## config.mk

```make
export PLATFORM = sky130hd
export DESIGN_NAME = uart_alu_ctrl
export DESIGN_NICKNAME = d
export VERILOG_FILES = /design/src/rtl/uart_ctrl_pkg.sv /design/src/rtl/uart_ctrl_timer.sv /design/src/rtl/uart_alu_ctrl.sv
export SDC_FILE = /design/constraint.sdc
export NUM_CORES = 1
export LEC_CHECK = 0
export ABC_AREA = 0
export CORE_ASPECT_RATIO = 0.6
export CORE_MARGIN = 8
export CORE_UTILIZATION = 43
export CTS_CLUSTER_DIAMETER = 80
export DETAILED_ROUTE_END_ITERATION = 6
export GPL_ROUTABILITY_DRIVEN = 0
export GPL_TIMING_DRIVEN = 1
export PLACE_DENSITY = 0.78
export SLEW_MARGIN = 5
export SYNTH_ARGS = -nofsm -noshare
export SYNTH_HDL_FRONTEND = slang
export SYNTH_HIERARCHICAL = 1
export SYNTH_SLANG_ARGS = --single-unit
```

## constraint.sdc

```tcl
create_clock -name i_clk -period 1.83 [get_ports i_clk]
set_clock_uncertainty 0.15 [all_clocks]
set_input_delay 0.366 -clock i_clk [delete_from_list [all_inputs] [get_ports i_clk]]
set_output_delay 0.366 -clock i_clk [all_outputs]
set_load 0.05 [all_outputs]
```

## src/rtl/uart_ctrl_pkg.sv

```systemverilog
// -----------------------------------------------------------------------------
// uart_ctrl_pkg
// Shared definitions for the UART <-> ALU sequencer, the ALU and the benches.
//   - 3-bit state encodings for the sequencer FSM and the matching enum type.
//   - ALU opcode constants (6-bit function codes).
//   - is_busy_state(): the states in which the sequencer refuses new bytes.
// -----------------------------------------------------------------------------
package uart_ctrl_pkg;

  // Sequencer state encodings
  localparam logic [2:0] ENC_WAIT_A  = 3'd0;
  localparam logic [2:0] ENC_WAIT_B  = 3'd1;
  localparam logic [2:0] ENC_WAIT_OP = 3'd2;
  localparam logic [2:0] ENC_EXEC    = 3'd3;
  localparam logic [2:0] ENC_SEND    = 3'd4;
  localparam logic [2:0] ENC_WAIT_TX = 3'd5;

  typedef enum logic [2:0] {
    ST_WAIT_A  = ENC_WAIT_A,
    ST_WAIT_B  = ENC_WAIT_B,
    ST_WAIT_OP = ENC_WAIT_OP,
    ST_EXEC    = ENC_EXEC,
    ST_SEND    = ENC_SEND,
    ST_WAIT_TX = ENC_WAIT_TX
  } ctrl_state_t;

  // ALU opcodes
  localparam logic [5:0] OP_ADD = 6'h20;
  localparam logic [5:0] OP_SUB = 6'h22;
  localparam logic [5:0] OP_AND = 6'h24;
  localparam logic [5:0] OP_OR  = 6'h25;
  localparam logic [5:0] OP_XOR = 6'h26;
  localparam logic [5:0] OP_SRA = 6'h03;
  localparam logic [5:0] OP_SRL = 6'h02;
  localparam logic [5:0] OP_NOR = 6'h27;

  // States in which a transaction is in flight and received bytes are dropped.
  function automatic logic is_busy_state(input ctrl_state_t s);
    return (s == ST_EXEC) || (s == ST_SEND) || (s == ST_WAIT_TX);
  endfunction

endpackage

```

## src/rtl/uart_ctrl_timer.sv

```systemverilog
// -----------------------------------------------------------------------------
// uart_ctrl_timer
// Inter-byte timeout counter. Counts enabled cycles from 0 and flags the
// terminal count (CYCLES-1) combinationally while enabled.
// Ports:
//   i_clk     in  1  clock, rising edge
//   i_reset   in  1  asynchronous active-low reset, clears the count
//   i_clear   in  1  synchronous clear (has priority over i_enable)
//   i_enable  in  1  count this cycle
//   o_tc      out 1  enabled and count == CYCLES-1
// Parameters:
//   CYCLES    number of cycles until terminal count (>= 1)
// -----------------------------------------------------------------------------
module uart_ctrl_timer #(
  parameter int CYCLES = 1000000
) (
  input  logic i_clk,
  input  logic i_reset,
  input  logic i_clear,
  input  logic i_enable,
  output logic o_tc
);

  localparam int W = (CYCLES > 1) ? $clog2(CYCLES) : 1;
  localparam logic [W-1:0] LAST = W'(CYCLES - 1);

  logic [W-1:0] count_q;
  logic [W-1:0] count_d;

  always_comb begin
    count_d = count_q;
    if (i_clear) begin
      count_d = '0;
    end else if (i_enable) begin
      count_d = count_q + W'(1);
    end
  end

  always_ff @(posedge i_clk or negedge i_reset) begin
    if (!i_reset) begin
      count_q <= '0;
    end else begin
      count_q <= count_d;
    end
  end

  assign o_tc = i_enable && (count_q == LAST);

endmodule

```

## src/rtl/uart_alu_ctrl.sv

```systemverilog
// -----------------------------------------------------------------------------
// uart_alu_ctrl
// Sequencer between a UART receiver/transmitter pair and a combinational ALU.
// Collects operand A, operand B and opcode bytes, lets the ALU settle for one
// cycle, captures the result, requests a transmit and waits for it to finish.
//
// Ports:
//   i_clk         in   1          clock, rising edge
//   i_reset       in   1          asynchronous active-low reset
//   i_rx_done     in   1          receiver pulse: i_rx_data valid
//   i_rx_data     in   DATA_BITS  received byte
//   i_tx_done     in   1          transmitter pulse: byte sent
//   i_alu_result  in   DATA_BITS  ALU result (combinational from o_alu_*)
//   o_alu_a       out  DATA_BITS  operand A register
//   o_alu_b       out  DATA_BITS  operand B register
//   o_alu_op      out  OP_BITS    opcode register
//   o_tx_start    out  1          one-cycle transmit request (high in SEND)
//   o_tx_data     out  DATA_BITS  result register
//   o_busy        out  1          high in EXEC, SEND, WAIT_TX
//   o_timeout     out  1          one-cycle inter-byte timeout pulse
//
// Build option: define UART_CTRL_TIMEOUT_EN to enable the inter-byte timeout in
// WAIT_B / WAIT_OP. Without it o_timeout is tied low and waits are unbounded.
// -----------------------------------------------------------------------------
module uart_alu_ctrl
  import uart_ctrl_pkg::*;
#(
  parameter int DATA_BITS      = 8,
  parameter int OP_BITS        = 6,
  parameter int TIMEOUT_CYCLES = 1000000
) (
  input  logic                 i_clk,
  input  logic                 i_reset,
  input  logic                 i_rx_done,
  input  logic [DATA_BITS-1:0] i_rx_data,
  input  logic                 i_tx_done,
  input  logic [DATA_BITS-1:0] i_alu_result,
  output logic [DATA_BITS-1:0] o_alu_a,
  output logic [DATA_BITS-1:0] o_alu_b,
  output logic [OP_BITS-1:0]   o_alu_op,
  output logic                 o_tx_start,
  output logic [DATA_BITS-1:0] o_tx_data,
  output logic                 o_busy,
  output logic                 o_timeout
);

  ctrl_state_t          state_q,    state_d;
  logic [DATA_BITS-1:0] alu_a_q,    alu_a_d;
  logic [DATA_BITS-1:0] alu_b_q,    alu_b_d;
  logic [OP_BITS-1:0]   alu_op_q,   alu_op_d;
  logic [DATA_BITS-1:0] tx_data_q,  tx_data_d;
  logic                 tx_start_q, tx_start_d;
  logic                 busy_q,     busy_d;
  logic                 timeout_q,  timeout_d;

  // Terminal count reached with no byte arriving in the same cycle.
  logic tmo_hit;

`ifdef UART_CTRL_TIMEOUT_EN
  logic timer_en;
  logic timer_clr;
  logic timer_tc;

  assign timer_en  = (state_q == ST_WAIT_B) || (state_q == ST_WAIT_OP);
  // Restart on every accepted byte, on a timeout and whenever not waiting.
  assign timer_clr = !timer_en || i_rx_done || tmo_hit;
  // A byte on the terminal cycle wins over the timeout.
  assign tmo_hit   = timer_tc && !i_rx_done;

  uart_ctrl_timer #(
    .CYCLES (TIMEOUT_CYCLES)
  ) u_timer (
    .i_clk    (i_clk),
    .i_reset  (i_reset),
    .i_clear  (timer_clr),
    .i_enable (timer_en),
    .o_tc     (timer_tc)
  );
`else
  logic unused_timeout_cfg;
  assign unused_timeout_cfg = ^TIMEOUT_CYCLES;
  assign tmo_hit = 1'b0;
`endif

  always_comb begin
    state_d    = state_q;
    alu_a_d    = alu_a_q;
    alu_b_d    = alu_b_q;
    alu_op_d   = alu_op_q;
    tx_data_d  = tx_data_q;
    tx_start_d = 1'b0;
    timeout_d  = 1'b0;

    case (state_q)
      ST_WAIT_A: begin
        if (i_rx_done) begin
          alu_a_d = i_rx_data;
          state_d = ST_WAIT_B;
        end
      end
      ST_WAIT_B: begin
        if (i_rx_done) begin
          alu_b_d = i_rx_data;
          state_d = ST_WAIT_OP;
        end else if (tmo_hit) begin
          alu_a_d   = '0;
          alu_b_d   = '0;
          alu_op_d  = '0;
          timeout_d = 1'b1;
          state_d   = ST_WAIT_A;
        end
      end
      ST_WAIT_OP: begin
        if (i_rx_done) begin
          alu_op_d = i_rx_data[OP_BITS-1:0];
          state_d  = ST_EXEC;
        end else if (tmo_hit) begin
          alu_a_d   = '0;
          alu_b_d   = '0;
          alu_op_d  = '0;
          timeout_d = 1'b1;
          state_d   = ST_WAIT_A;
        end
      end
      ST_EXEC: begin
        // Operands have been stable for a full cycle; the result is settled.
        tx_data_d  = i_alu_result;
        tx_start_d = 1'b1;  // registered so it is high exactly while in SEND
        state_d    = ST_SEND;
      end
      ST_SEND: begin
        state_d = ST_WAIT_TX;
      end
      ST_WAIT_TX: begin
        if (i_tx_done) begin
          state_d = ST_WAIT_A;
        end
      end
      default: begin
        state_d = ST_WAIT_A;
      end
    endcase

    // Registered Moore output: derived from the state being entered.
    busy_d = is_busy_state(state_d);
  end

  always_ff @(posedge i_clk or negedge i_reset) begin
    if (!i_reset) begin
      state_q    <= ST_WAIT_A;
      alu_a_q    <= '0;
      alu_b_q    <= '0;
      alu_op_q   <= '0;
      tx_data_q  <= '0;
      tx_start_q <= 1'b0;
      busy_q     <= 1'b0;
      timeout_q  <= 1'b0;
    end else begin
      state_q    <= state_d;
      alu_a_q    <= alu_a_d;
      alu_b_q    <= alu_b_d;
      alu_op_q   <= alu_op_d;
      tx_data_q  <= tx_data_d;
      tx_start_q <= tx_start_d;
      busy_q     <= busy_d;
      timeout_q  <= timeout_d;
    end
  end

  assign o_alu_a    = alu_a_q;
  assign o_alu_b    = alu_b_q;
  assign o_alu_op   = alu_op_q;
  assign o_tx_data  = tx_data_q;
  assign o_tx_start = tx_start_q;
  assign o_busy     = busy_q;
  assign o_timeout  = timeout_q;

endmodule

```

==> impl_metrics.csv, run 1 <==
group,metric,value,unit
critical_path,critPathArrivalTime,1.76,ns
clocking,number_of_gates_resized_after_cts,0,
clocking,clock-sinks,35,
sta,final_hold_vio_count,0,
synth,postSynth.topFlopCell,"dfrtp_1",
synth,syn_area,1410,sq um
synth,asyncSetResetFlopFracSynth,1.00,
synth,synth_top_family_by_area,"multiplexers",
placement,portBuffers,51,
grt,total_gr_overflow,0,
synth,synth_cell_types,20,
drt,total_via_count_in_the_routed_design,937,
clocking,cts.root.buffer_cell,"clkbuf_8",
critical_path,cpMaxStageDelayCell,"clkdlybuf4s50_1",
cells_and_area,finalCoreUtilization,0.626,
synth,synth.most_common_cell,"dfrtp_1",
sta,timing.fmax,574,MHz
synth,syn_avg_cell_area,15.4,sq um
cells_and_area,register_area,876,sq um
critical_path,r2r_setup_slack,0.15,ns
synth,yosys.area_share.simple,0.0912,
synth,postSynthRegisterBits,35,
drt,via_per_inst,4.85,
die,die_height,60.4,um
clocking,tritoncts.num_buffers,5,
sta,finalMaxSlewViolations,0,
synth,netlist.area_leader.share,0.620,
synth,synth_xor_area_frac,0,
synth,synth_adder_area_share,0,
critical_path,timing.rr.end,"o_alu_b[2]",
drt,route.final.wire_length,3220,um
critical_path,crit_path_end,"o_alu_op[3]",
critical_path,crit_start,"i_rx_done",
clocking,tritoncts,"yes",
drt,detail_route.drc_violations,0,
clocking,clock_slew_seen_by_the_registers_of_the_worst_setup_and_hold_paths,0.08,ns
cells_and_area,antennaDiodeCount,0,
die,die_area,5440,sq um
drt,detail_route.iter0.violations,37,
cells_and_area,fin_nets,167,
critical_path,end_kind,"flip-flop",
critical_path,reg2regPathDepth,3,
run,max_cap_violations,0,
grt,antenna_found_initial,0,
synth,synth-edff-count,0,
cells_and_area,fillerInstances,270,
synth,leading_cell_types_by_total_area_after_synthesis,"dfrtp_1, mux2_2, nor4b_4",
synth,post_synth_mux_area_share,0.239,
critical_path,crit_path_cell_trace,"clkdlybuf4s50_1 -> buf_4 -> and4bb_2 -> mux2_2",
cells_and_area,layout-drive-gt1-share,0.514,
placement,dp.final_hpwl,2450,um
synth,postSynthCellCount,92,
clocking,number_of_buffers_on_the_longest_clock_path,2,
sta,setup_violations,0,
drt,wire_length_per_cell,16.7,um
grt,grt_first_pass_wirelength,5490,um
critical_path,timing.critical_path.slowest_cell_delay,0.51,ns
critical_path,crit_fanout,6,
critical_path,worstSetupStartpointType,"primary input",
die,ios,53,
sta,finalCriticalPeriod,1.74,ns
sta,share_of_the_clock_period_used_by_the_worst_path_after_layout,0.952,
placement,placed_area,1880,sq um
grt,grt_start_max_net_pins,36,
die,initial_utilization,0.441,
hold_path,worstHoldPathType,"in -> async",
critical_path,critPathRequiredTime,1.85,ns
critical_path,worst_reg2reg_startpoint,"state_q[1]",
die,placeableCoreArea,3200,sq um
sta,unrepaired_setup_endpoints_after_global_routing,"no",
cells_and_area,area.growth.synth_to_final,41.9,%
grt,global_route.usage.total,0.129,
synth,synth-seq-area-share,0.620,
grt,grt_pass1_vias,1122,
clocking,clk_latency,0.28,ns
synth,synth_fp_nets,112,
synth,ys_warn_count,6,
drt,final_antenna_net_count,0,
die,core.rowCount,16,
clocking,cts_post_setup_buffers_inserted,0,
cells_and_area,layout.cell_area.non_filler,2000,sq um
synth,synth_compound_gate_area_share,0.0115,
cells_and_area,multiInputGateArea,487,sq um
die,die-width,90.0,um
critical_path,path_class,"in -> reg",
clocking,cts_hold_buffers,0,
clocking,cts-htree-levels,2,
synth,yosys-top-cells-count,"dfrtp_1, mux2_2, buf_2",
synth,synthDominantAreaCellType,"dfrtp_1",
drt,firstDrtPassIters,3,
outcome,status,"finished clean",
cell type report:
type	instances	area share
Sequential cell	35	0.437
Clock buffer	6	0.0412
Tap cell	45	0.0281
Timing Repair Buffer	55	0.230
Inverter	1	0.00187
Clock inverter	2	0.0194
Multi-Input combinational cell	49	0.243
per-stage QoR:
stage | setup slack (ns) | instances | TNS, ns | hold slack [ns]
6_report | 0.0877 | 193 | 0 | 0.329
4_1_cts | 0.0670 | 193 | 0 | 0.346
2_1_floorplan | 0.223 | 92 | 0 | -0.0796
3_5_place_dp | -0.233 | 185 | -3.79 | 0.346
3_3_place_gp | -0.158 | 185 | -2.39 | 0.340
5_1_grt | 0.0576 | 193 | 0 | 0.367
per-layer routing:
layer / GRT usage / wire (um) / vias up / share of wire
li1: - / - / 431 / -
met1: 0.141 / 1380 / 474 / 0.43
met2: 0.214 / 1540 / 28 / 0.48
met3: 0.0667 / 268 / 4 / 0.083
met4: 0.0493 / 36 / 0 / 0.011
met5: 0 / 0 / - / 0
sequential cells by signal, summed over array words and instances (netlist names):
| name | cells |
|---|---|
| o_tx_start | 1 |
| o_alu_a | 8 |
| o_alu_b | 8 |
| o_busy | 1 |
| state_q | 3 |
| o_tx_data | 8 |
| o_alu_op | 6 |
cells by family (layout without fill, tap and decap cells):
group | Yosys count | count (layout)
other | 1 | 1
AO/OA/AOI/OAI | 3 | 3
flip-flops | 35 | 35
multiplexers | 30 | 30
AND/OR/NAND/NOR | 15 | 15
buffers and inverters | 8 | 64
worst min path at each step:
stage,endpoint,depth (start not counted),slack (ns)
after floorplan,o_alu_a[0],0,-0.08
after global placement,o_tx_data[3],1,0.34
after detailed placement,o_tx_data[7],1,0.35
after CTS,o_alu_op[5],2,0.35
after global routing,o_alu_op[5],2,0.37
final,o_alu_a[1],2,0.33
critical path, delay by kind of cell:
| kind | cells | cell delay (ns) |
|---|---|---|
| buf+inv | 2 | 0.66 |
| mux | 1 | 0.36 |
| simple gates | 1 | 0.36 |
placed cells by master (no fill, tap or decap):
cell             instances
buf_4                   36
dfrtp_1                 35
bufinv_16                1
conb_1                   1
or4_1                    1
nor4b_1                  1
o21ai_0                  1
clkdlybuf4s50_1         19
nor3b_1                  3
clkbuf_8                 6
inv_6                    1
nor2_1                   1
nor4bb_1                 1
nor4b_4                  1
and4bb_2                 1
a21oi_1                  1
and2_1                   1
mux2_2                  30
inv_1                    1
o22ai_1                  1
nand2b_1                 3
nand3b_1                 2
Power of run 1 is not shown: default switching activity piles up to over one toggle a cycle in this logic, so the estimate is an artifact.
==> run 2, diff against run 1 <==
- ABC_AREA: 0 -> 1
- ABC_CLOCK_PERIOD_IN_PS: default -> 1830
==> run 2 against run 1 <==
Effect of this change: register-to-register slack improved by 0.13 ns; count of clock-buffer cells in the layout stayed put; worst hold slack worse by 0.0028 ns; synthesized cell count rose by 66%; utilization grew 0.16 points; highest routed layer unchanged.
==> impl_metrics.csv, run 2 <==
group,metric,value,unit
outcome,status,"finished clean",
hold_path,worstHoldPathType,"reg -> reg",
clocking,clock_slew_seen_by_the_registers_of_the_worst_setup_and_hold_paths,0.07,ns
die,ios,53,
sta,unrepaired_setup_endpoints_after_global_routing,"no",
sta,tns,0,ns
critical_path,reg2regPathDepth,5,
die,die_area,5460,sq um
synth,leading_cell_types_by_total_area_after_synthesis,"dfrtp_1, nand2_1, nand3_1",
critical_path,critPathRequiredTime,1.84,ns
cells_and_area,layout-drive-gt1-share,0.248,
synth,ys_warn_count,6,
synth,synth-seq-area-share,0.617,
critical_path,crit_path_cell_trace,"nor2_1 -> nand2_1 -> inv_2 -> nand2_1 -> nand2_1",
die,placeableCoreArea,3200,sq um
cells_and_area,fillerInstances,271,
critical_path,worstSetupStartpointType,"flip-flop",
synth,postSynthRegisterBits,35,
critical_path,worst_path_most_repeated_cell,"nand2_1",
cells_and_area,fin_nets,229,
cells_and_area,area.growth.synth_to_final,41.5,%
clocking,cts.root.buffer_cell,"clkbuf_8",
critical_path,timing.critical_path.slowest_cell_delay,0.55,ns
clocking,number_of_gates_resized_after_cts,0,
power,total_power,4.51,mW
drt,final_antenna_net_count,0,
grt,grt_start_max_net_pins,36,
placement,portBuffers,51,
cells_and_area,most_common_library_cell_in_the_layout_ignoring_fill_and_taps,"nand2_1",
sta,final_hold_vio_count,0,
sta,finalMaxSlewViolations,0,
synth,netlist.area_leader.share,0.617,
drt,route.final.wire_length,3840,um
synth,syn_avg_cell_area,9.28,sq um
hold_path,holdPathStages,2,
drt,firstDrtPassIters,6,
power,pwr-share-comb,0.542,
clocking,clk_latency,0.28,ns
clocking,cts-htree-levels,2,
sta,final_critical_path_setup_slack,0.281,ns
drt,via_per_inst,4.89,
critical_path,cpMaxStageDelayCell,"dfrtp_1",
clocking,tritoncts,"yes",
run,max_cap_violations,0,
sta,final.hold.worst_slack,0.326,ns
clocking,clock-sinks,35,
cells_and_area,antennaDiodeCount,0,
die,initial_utilization,0.443,
grt,antenna_found_initial,0,
synth,postSynthCellCount,153,
critical_path,end_kind,"flip-flop",
power,vdd_ir_drop_max,1040,uV
grt,grt_first_pass_wirelength,6310,um
sta,setup_violations,0,
die,die-width,90.2,um
die,die_height,60.5,um
power,power_frac_seq,0.303,
grt,global_route.usage.met2,0.255,
cells_and_area,multiInputGateArea,495,sq um
placement,place_ws,0.159,ns
power,power.density_cell_area,2240,nW/um^2
sta,timing.fmax,646,MHz
grt,global_route.usage.total,0.144,
synth,synth-edff-count,0,
synth,asyncSetResetFlopFracSynth,1.00,
synth,synth_fp_nets,173,
drt,detail_route.drc_violations,0,
synth,synth.most_common_cell,"nand2_1",
synth,synthDominantAreaCellType,"dfrtp_1",
critical_path,path_class,"reg -> reg",
drt,total_via_count_in_the_routed_design,1248,
sta,finalCriticalPeriod,1.55,ns
drt,wire_length_per_cell,15.1,um
grt,globalRouteMet3Util,0.0407,
power,static_leakage,1.09,nW
sta,share_of_the_clock_period_used_by_the_worst_path_after_layout,0.846,
clocking,cts_hold_buffers,0,
critical_path,crit_fanout,11,
critical_path,critPathArrivalTime,1.56,ns
power,clockPowerShare,0.156,
critical_path,r2r_setup_slack,0.28,ns
synth,postSynth.topFlopCell,"dfrtp_1",
grt,met1_usage,0.165,
clocking,number_of_buffers_on_the_longest_clock_path,2,
grt,grt_pass1_vias,1309,
synth,synth_cell_types,15,
cells_and_area,register_area,876,sq um
power,switching_power,2.27,mW
clocking,tritoncts.num_buffers,5,
grt,gr-max-usage-layer,"met2",
power,power.share.switching,0.504,
placement,dp.final_hpwl,3030,um
cells_and_area,mostFrequentLayoutCells,"nand2_1, dfrtp_1, buf_4",
synth,syn_area,1420,sq um
synth,yosys-top-cells-count,"nand2_1, dfrtp_1, nand3_1",
clocking,cts_post_setup_buffers_inserted,0,
grt,total_gr_overflow,0,
drt,detail_route.iter0.violations,76,
power,power.internal,2.24,mW
die,core.rowCount,16,
[run 2: cell count changes after synthesis, sizes merged, moves of 3 or more]
cell    before  now
nand2        0   78
mux2        30    0
nand3        0   25
buf          7    3
inv          1    5
nand2b       3    0
nor2         1    4
nor3b        3    0
[run 2: final timing paths]
| path | from | endpoint |
|---|---|---|
| worst max-delay path | state_q[2] | o_tx_data[7] |
| worst min-delay path | o_alu_b[3] | o_alu_b[3] |
| worst max register to register | state_q[2] | o_tx_data[7] |
| worst min register to register | o_alu_b[3] | o_alu_b[3] |
| max in group asynchronous | i_reset | o_alu_b[3] |
| min in group asynchronous | i_reset | o_alu_a[2] |
[run 2: worst max-delay path: cells and delay by family (launching register included)]
| family | cells | cell delay (ns) |
|---|---|---|
| AND/OR/NAND/NOR | 4 | 0.56 |
| buffers and inverters | 1 | 0.17 |
| flip-flops | 1 | 0.55 |
[run 2: layout make-up]
type / instances / area share
Inverter: 5 / 0.00934
Multi-Input combinational cell: 109 / 0.247
Sequential cell: 35 / 0.436
Clock inverter: 2 / 0.0174
Clock buffer: 6 / 0.0411
Tap cell: 45 / 0.0280
Timing Repair Buffer: 53 / 0.222
[run 2: per-stage QoR]
stage	cells	instance area, sq um	utilization
floorplan	153	1420	-
global placement	247	1890	0.591
detailed placement	247	1890	0.591
CTS	255	2010	0.627
global route	255	2010	0.627
finish	255	2010	0.627
[run 2: kinds of logic after synthesis]
logic type | share of synthesized area
AND/OR/NAND/NOR | 0.346
buffers and inverters | 0.0344
other | 0.00264
flip-flops | 0.617
[run 2: power groups by stage]
| stage | combinational (mW) | clock (mW) | sequential (mW) |
|---|---|---|---|
| 2_1_floorplan | 0.554 | 0 | 2.48 |
| 3_3_place_gp | 2.41 | 0 | 1.35 |
| 3_5_place_dp | 2.47 | 0 | 1.37 |
| 4_1_cts | 2.47 | 0.718 | 1.36 |
| 5_1_grt | 2.59 | 0.745 | 1.40 |
| 6_report | 2.44 | 0.702 | 1.36 |
[run 2: routing by layer]
| layer | up-vias | part of all wire |
|---|---|---|
| met3 | 4 | 0.068 |
| met4 | 0 | 0.012 |
| met5 | - | 0 |
| met1 | 603 | 0.41 |
| met2 | 51 | 0.51 |
| li1 | 590 | - |
(Power assumes the default switching activity.)
